File: src/rtl/uart_mon_pkg.sv
// Shared types and frame constants for the UART receive monitor.
package uart_mon_pkg;

   typedef enum logic [2:0] {
      IDLE,
      START,
      DATA,
      STOP,
      BREAK
   } state_e;

   localparam int UART_DATA_BITS = 8;
   localparam int UART_STOP_BITS = 1;

endpackage

File: src/rtl/uart_mon_fifo.sv
// Small synchronous FIFO. The head entry is always visible on head_data, and
// reads as zero while the FIFO is empty. Extra-MSB pointers separate full from empty.
module uart_mon_fifo #(
   parameter int WIDTH = 8,
   parameter int DEPTH = 4
) (
   input  logic             clk,
   input  logic             rst,
   input  logic             push,
   input  logic [WIDTH-1:0] push_data,
   input  logic             pop,
   output logic             full,
   output logic             empty,
   output logic [WIDTH-1:0] head_data
);

   localparam int AW    = $clog2(DEPTH);
   localparam int PTR_W = AW + 1;

   logic [WIDTH-1:0] mem_q [DEPTH];
   logic [PTR_W-1:0] wr_ptr_q, wr_ptr_d;
   logic [PTR_W-1:0] rd_ptr_q, rd_ptr_d;
   logic             push_ok;
   logic             pop_ok;

   assign empty     = (wr_ptr_q == rd_ptr_q);
   assign full      = (wr_ptr_q[AW] != rd_ptr_q[AW]) &&
                      (wr_ptr_q[AW-1:0] == rd_ptr_q[AW-1:0]);
   assign pop_ok    = pop && !empty;
   // A full FIFO still takes a byte when the head leaves in the same cycle.
   assign push_ok   = push && (!full || pop_ok);
   assign head_data = empty ? '0 : mem_q[rd_ptr_q[AW-1:0]];

   // Pointer advance for accepted pushes and pops.
   always_comb begin
      wr_ptr_d = wr_ptr_q;
      rd_ptr_d = rd_ptr_q;
      if (push_ok) wr_ptr_d = wr_ptr_q + PTR_W'(1);
      if (pop_ok)  rd_ptr_d = rd_ptr_q + PTR_W'(1);
   end

   // Pointer registers; reset empties the FIFO.
   always_ff @(posedge clk) begin
      if (rst) begin
         wr_ptr_q <= '0;
         rd_ptr_q <= '0;
      end else begin
         wr_ptr_q <= wr_ptr_d;
         rd_ptr_q <= rd_ptr_d;
      end
   end

   // Storage write; contents need no reset because the pointers gate visibility.
   always_ff @(posedge clk) begin
      if (push_ok) mem_q[wr_ptr_q[AW-1:0]] <= push_data;
   end

endmodule

File: src/rtl/uart_rx_monitor.sv
// 8N1 UART receiver for observing uart0_tx. Decoded bytes are queued in a small
// FIFO behind a valid/ready port. Framing errors and overflow are single-cycle pulses.
module uart_rx_monitor
   import uart_mon_pkg::*;
#(
   parameter int CLK_DIV          = 868,
   parameter int FIFO_DEPTH       = 4,
   parameter int simulation_delay = 1
) (
   input  logic       clk,
   input  logic       rst,
   input  logic       rxd,
   output logic [7:0] m_axis_data,
   output logic       m_axis_valid,
   input  logic       m_axis_ready,
   output logic       frame_err,
   output logic       overflow,
   output logic       busy
);

   localparam int              CNT_W    = $clog2(CLK_DIV);
   localparam logic [CNT_W-1:0] CNT_HALF = CNT_W'(CLK_DIV / 2 - 1);
   localparam logic [CNT_W-1:0] CNT_FULL = CNT_W'(CLK_DIV - 1);
   localparam logic [2:0]       IDX_LAST = 3'(UART_DATA_BITS - 1);

   // The RTL carries no assignment delays and handles a single stop bit.
   // These two configuration values are tied off here so they stay visible.
   logic unused_cfg;
   assign unused_cfg = (simulation_delay != 0) ^ (UART_STOP_BITS != 1);

   logic       rxd_meta_q, rxd_s_q, rxd_prev_q;
   state_e     state_q, state_d;
   logic [CNT_W-1:0] cnt_q, cnt_d;
   logic [2:0] idx_q, idx_d;
   logic [7:0] shreg_q, shreg_d;
   logic       frame_err_q, frame_err_d;
   logic       overflow_q, overflow_d;
   logic       push;
   logic       pop;
   logic       fifo_full;
   logic       fifo_empty;
   logic       fall;
   logic       cnt_zero;

   assign fall         = rxd_prev_q && !rxd_s_q;
   assign cnt_zero     = (cnt_q == '0);
   assign m_axis_valid = !fifo_empty;
   assign pop          = m_axis_valid && m_axis_ready;
   assign busy         = (state_q != IDLE);
   assign frame_err    = frame_err_q;
   assign overflow     = overflow_q;
   // A completed byte is lost only when no slot is free and nothing leaves this cycle.
   assign overflow_d   = push && fifo_full && !pop;

   // Two-flop synchronizer plus a delayed copy for falling-edge detection; idles high.
   always_ff @(posedge clk) begin
      if (rst) begin
         rxd_meta_q <= 1'b1;
         rxd_s_q    <= 1'b1;
         rxd_prev_q <= 1'b1;
      end else begin
         rxd_meta_q <= rxd;
         rxd_s_q    <= rxd_meta_q;
         rxd_prev_q <= rxd_s_q;
      end
   end

   // Frame FSM: mid-bit sampling driven by a down-counter reloaded once per bit.
   always_comb begin
      state_d     = state_q;
      cnt_d       = cnt_q;
      idx_d       = idx_q;
      shreg_d     = shreg_q;
      push        = 1'b0;
      frame_err_d = 1'b0;
      case (state_q)
         IDLE: begin
            if (fall) begin
               cnt_d   = CNT_HALF;
               state_d = START;
            end
         end
         START: begin
            if (!cnt_zero) begin
               cnt_d = cnt_q - CNT_W'(1);
            end else if (rxd_s_q) begin
               state_d = IDLE;
            end else begin
               cnt_d   = CNT_FULL;
               idx_d   = '0;
               state_d = DATA;
            end
         end
         DATA: begin
            if (!cnt_zero) begin
               cnt_d = cnt_q - CNT_W'(1);
            end else begin
               shreg_d = {rxd_s_q, shreg_q[7:1]};
               cnt_d   = CNT_FULL;
               if (idx_q == IDX_LAST) state_d = STOP;
               else                   idx_d   = idx_q + 3'd1;
            end
         end
         STOP: begin
            if (!cnt_zero) begin
               cnt_d = cnt_q - CNT_W'(1);
            end else if (rxd_s_q) begin
               push    = 1'b1;
               state_d = IDLE;
            end else begin
               frame_err_d = 1'b1;
               state_d     = BREAK;
            end
         end
         BREAK: begin
            // Wait for the line to return high so a held-low line yields one error only.
            if (rxd_s_q) state_d = IDLE;
         end
         default: state_d = IDLE;
      endcase
   end

   // Control registers and error pulses.
   always_ff @(posedge clk) begin
      if (rst) begin
         state_q     <= IDLE;
         cnt_q       <= '0;
         idx_q       <= '0;
         frame_err_q <= 1'b0;
         overflow_q  <= 1'b0;
      end else begin
         state_q     <= state_d;
         cnt_q       <= cnt_d;
         idx_q       <= idx_d;
         frame_err_q <= frame_err_d;
         overflow_q  <= overflow_d;
      end
   end

   // Shift register is pure data; a byte is pushed only after a complete frame.
   always_ff @(posedge clk) begin
      shreg_q <= shreg_d;
   end

   uart_mon_fifo #(
      .WIDTH (8),
      .DEPTH (FIFO_DEPTH)
   ) u_fifo (
      .clk       (clk),
      .rst       (rst),
      .push      (push),
      .push_data (shreg_q),
      .pop       (pop),
      .full      (fifo_full),
      .empty     (fifo_empty),
      .head_data (m_axis_data)
   );

endmodule
File: config.mk
export PLATFORM = sky130hd
export DESIGN_NAME = uart_rx_monitor
export DESIGN_NICKNAME = d
export VERILOG_FILES = /design/src/rtl/uart_mon_pkg.sv /design/src/rtl/uart_mon_fifo.sv /design/src/rtl/uart_rx_monitor.sv
export SDC_FILE = /design/constraint.sdc
export NUM_CORES = 1
export LEC_CHECK = 0
export BUFFER_PORTS_ARGS = -buffer_cell sky130_fd_sc_hd__buf_2
export CORE_ASPECT_RATIO = 1.75
export CORE_MARGIN = 4
export CORE_UTILIZATION = 40
export DETAILED_ROUTE_END_ITERATION = 7
export HOLD_SLACK_MARGIN = 0.12
export MAX_ROUTING_LAYER = met4
export PLACE_DENSITY = 0.53
export SYNTH_ARGS = -nofsm -noshare
export SYNTH_HDL_FRONTEND = slang
export SYNTH_HIERARCHICAL = 1
export SYNTH_SLANG_ARGS = --single-unit
File: constraint.sdc
create_clock -name clk -period 3.4 [get_ports clk]
set_input_delay 0.68 -clock clk [delete_from_list [all_inputs] [get_ports clk]]
set_output_delay 0.68 -clock clk [all_outputs]
set_load 0.02 [all_outputs]
==> results.md <==
- Initial antenna violation count: 0
- Routed vias: 2032
- P_leak: 1.33 nW
- R2R Path End: u_fifo/mem_q[0][2]$_DFFE_PP_
- CTS sink cnt: 69
- Area growth syn-to-layout: 15.0%
- Total congestion overflow: 0
- Hold buffer count at cts: 0
- Wire per inst: 16.6 um
- 1st-iter DRT viols: 93
- Fmax: 370 MHz
- Share of layout cells above drive strength 1: 20.6%
- Critical path cell sequence: inv_1 > ha_1 > nor4b_4 > nand3_4 > nor4_1 > o41a_1 > and2_1
- Maxcap violations: 0
- Core ar.: 7670 um^2
- Synth area leader: edfxtp_1
- Max-slew violation count: 0
- Largest net degree at the start of global routing: 30
- Crit end category: flip-flop
- Clock slew at reported path FFs: 0.05 ns
- Global-route wire length before repair: 10200 um
- Cell chosen for the clock root: clkbuf_16
- Critical path class: reg2reg
- CTS Buf Count: 9
- Hold Path Class: reg2reg
- Reg-to-reg slack, setup: 0.70 ns
- Number of distinct library cells after synthesis: 55
- Clk_lat worst skew: 0.33 ns
- Post-synth EDFFs: 40
- Residual DRC: 0
- Pwr dens: 784 nW/um^2
- Ys async rst share: 0%
- Final hold viol count: 0
- Layout Skew: 0.00522 ns
- Die area: 9470 um^2
- Most common cell after layout, fill and taps aside: edfxtp_1
- Port buffer count: 15
- Top FF cell, synth: edfxtp_1
- Cells resized by post-CTS repair: 0
- Initial Util: 41.3%
- Vias in the first global route: 2071
- Die Y: 126 um
- Crit share post-route: 79.4%
- Final setup vio count: 0
- # rows: 42
- Die W: 75.3 um
- DRT Pass-1 Iters: 4
- GRT Resource Usage Total: 15.1%
- Total Nets Final: 296
- HP Start: rxd_meta_q$_SDFF_PP1_
- Cell count after placement: 360
- Outcome: finished, final reports clean
- CP max stage cell: nor4_1
- H-tree lvl count: 3
- Vias/cell: 5.42
- Final cell count without fillers: 375
- Most frequent cells in the layout: edfxtp_1, dfxtp_1, nand2_1, nor2_1
- IO Pins: 16
- Data arrival, critical path: 2.69 ns
- Crit path launch type: flip-flop
- Routability cong.: 0.828
- Syn Area/Cell: 12.1 um^2
- Largest cells by area after synthesis: edfxtp_1, dfxtp_1, mux4_2
- Syn_nets: 276
- Worst reg2reg path depth: 7
- Seq/Total Area, Yosys: 56.2%
- Min Clock Period, post-route: 2.70 ns
- Postcts setup bufs: 0
- DP HPWL: 4610 um
- Slew HR: 47.9%
- Worst Tran Pin Value: 0.780 ns
- Yosys top cell area share: 37.9%
- Synth Instances: 263
- CTS max path bufs: 2
- IR drop worst, VDD: 0.000545 V
- Yosys warns: 6
- Slowest cell delay on critical path: 0.43 ns
- Worst Hold Path EP: rxd_s_q$_SDFF_PP1_
- CP required: 3.38 ns
- Final ANT Viol Nets: 0
- Final TNS setup: 0 ns
- Reg2Reg Launch Point: cnt_q[0]$_SDFFE_PP0P_
- CP Max Fanout: 8
- Mapped Area: 3170 um^2
- RSZ-0062 raised after global routing: no
- FF+latch count, synth: 69
- Hold Path Depth: 1
- TritonCTS clock tree: yes
- Total Routed Length: 6240 um
- Antenna Cells: 0
-- logic make-up after synthesis --
family	synth area share, %
AND/OR/NAND/NOR	16.4
flip-flops	56.2
AO/OA/AOI/OAI	9.67
buffers and inverters	3.16
multiplexers	8.52
adder cells (fa/ha/maj)	3.87
XOR/XNOR	2.21
-- state kept, by name (all words and copies together), names as in the netlist, 3 cells and up, named ones only --
register         cells
state_q              3
cnt_q               10
u_fifo/wr_ptr_q      3
u_fifo/mem_q        32
shreg_q              8
u_fifo/rd_ptr_q      3
idx_q                3
-- synth_stat cells (all sizes together) (7+ instances only) --
cell    instances
clkbuf          7
nor2           18
inv            15
nor2b          11
nor3           10
dfxtp          29
or3             7
nand2          22
ha              9
edfxtp         40
mux4            8
a21oi          15
-- layout make-up --
| cell class | count | area [um^2] |
|---|---|---|
| Fill cell | 708 | 4030 |
| Clock inverter | 6 | 78.8 |
| Inverter | 15 | 56.3 |
| Clock buffer | 9 | 225 |
| Timing Repair Buffer | 19 | 105 |
| Multi-Input combinational cell | 169 | 1290 |
| Sequential cell | 69 | 1780 |
| Tap cell | 88 | 110 |
-- routing by layer --
layer | up-vias | part of all wire [%] | global-route usage, %
li1 | 1020 | - | -
met1 | 964 | 39 | 15.3
met2 | 32 | 55 | 25.3
met3 | 16 | 2.2 | 2.39
met4 | 0 | 3.9 | 10.1
met5 | - | 0 | -
-- through the flow --
stage                     worst slack [ns]  hold WS [ns]  total power [mW]  utilization [%]  instance area [um^2]
after floorplan                      0.839         0.389              1.70                -                  3170
after global placement               0.738         0.399              1.91             43.6                  3340
after detailed placement             0.652         0.403              1.92             43.6                  3340
after CTS                            0.643         0.412              2.88             47.5                  3650
after global routing                 0.423         0.426              3.02             47.5                  3650
final                                0.699         0.409              2.86             47.5                  3650
-- critical path: cells and delay by family (launching register included) --
family | cells | cell delay, ns
adders and majority gates | 1 | 0.16
AOI/OAI and AO/OA | 1 | 0.34
and+or+nand+nor | 4 | 1.41
buffers and inverters | 1 | 0.11
DFF | 1 | 0.32
-- worst max path at each step --
stage,from,endpoint,slack (ns),cells after the start
after CTS,cnt_q[0]$_SDFFE_PP0P_,u_fifo/mem_q[0][2]$_DFFE_PP_,0.64,7
after global routing,cnt_q[0]$_SDFFE_PP0P_,u_fifo/mem_q[0][2]$_DFFE_PP_,0.42,7
after floorplan,cnt_q[0]$_SDFFE_PP0P_,u_fifo/wr_ptr_q[2]$_SDFFE_PP0P_,0.84,8
after global placement,cnt_q[0]$_SDFFE_PP0P_,u_fifo/mem_q[0][6]$_DFFE_PP_,0.74,7
final,cnt_q[0]$_SDFFE_PP0P_,u_fifo/mem_q[0][2]$_DFFE_PP_,0.70,7
after detailed placement,cnt_q[0]$_SDFFE_PP0P_,u_fifo/mem_q[0][6]$_DFFE_PP_,0.65,7
-- power breakdown --
part,total (mW),internal [mW],switching (mW)
clock network,0.956,0.630,0.326
logic,0.863,0.342,0.520
registers,1.04,0.939,0.101
Power figures use the tool's default switching activity.
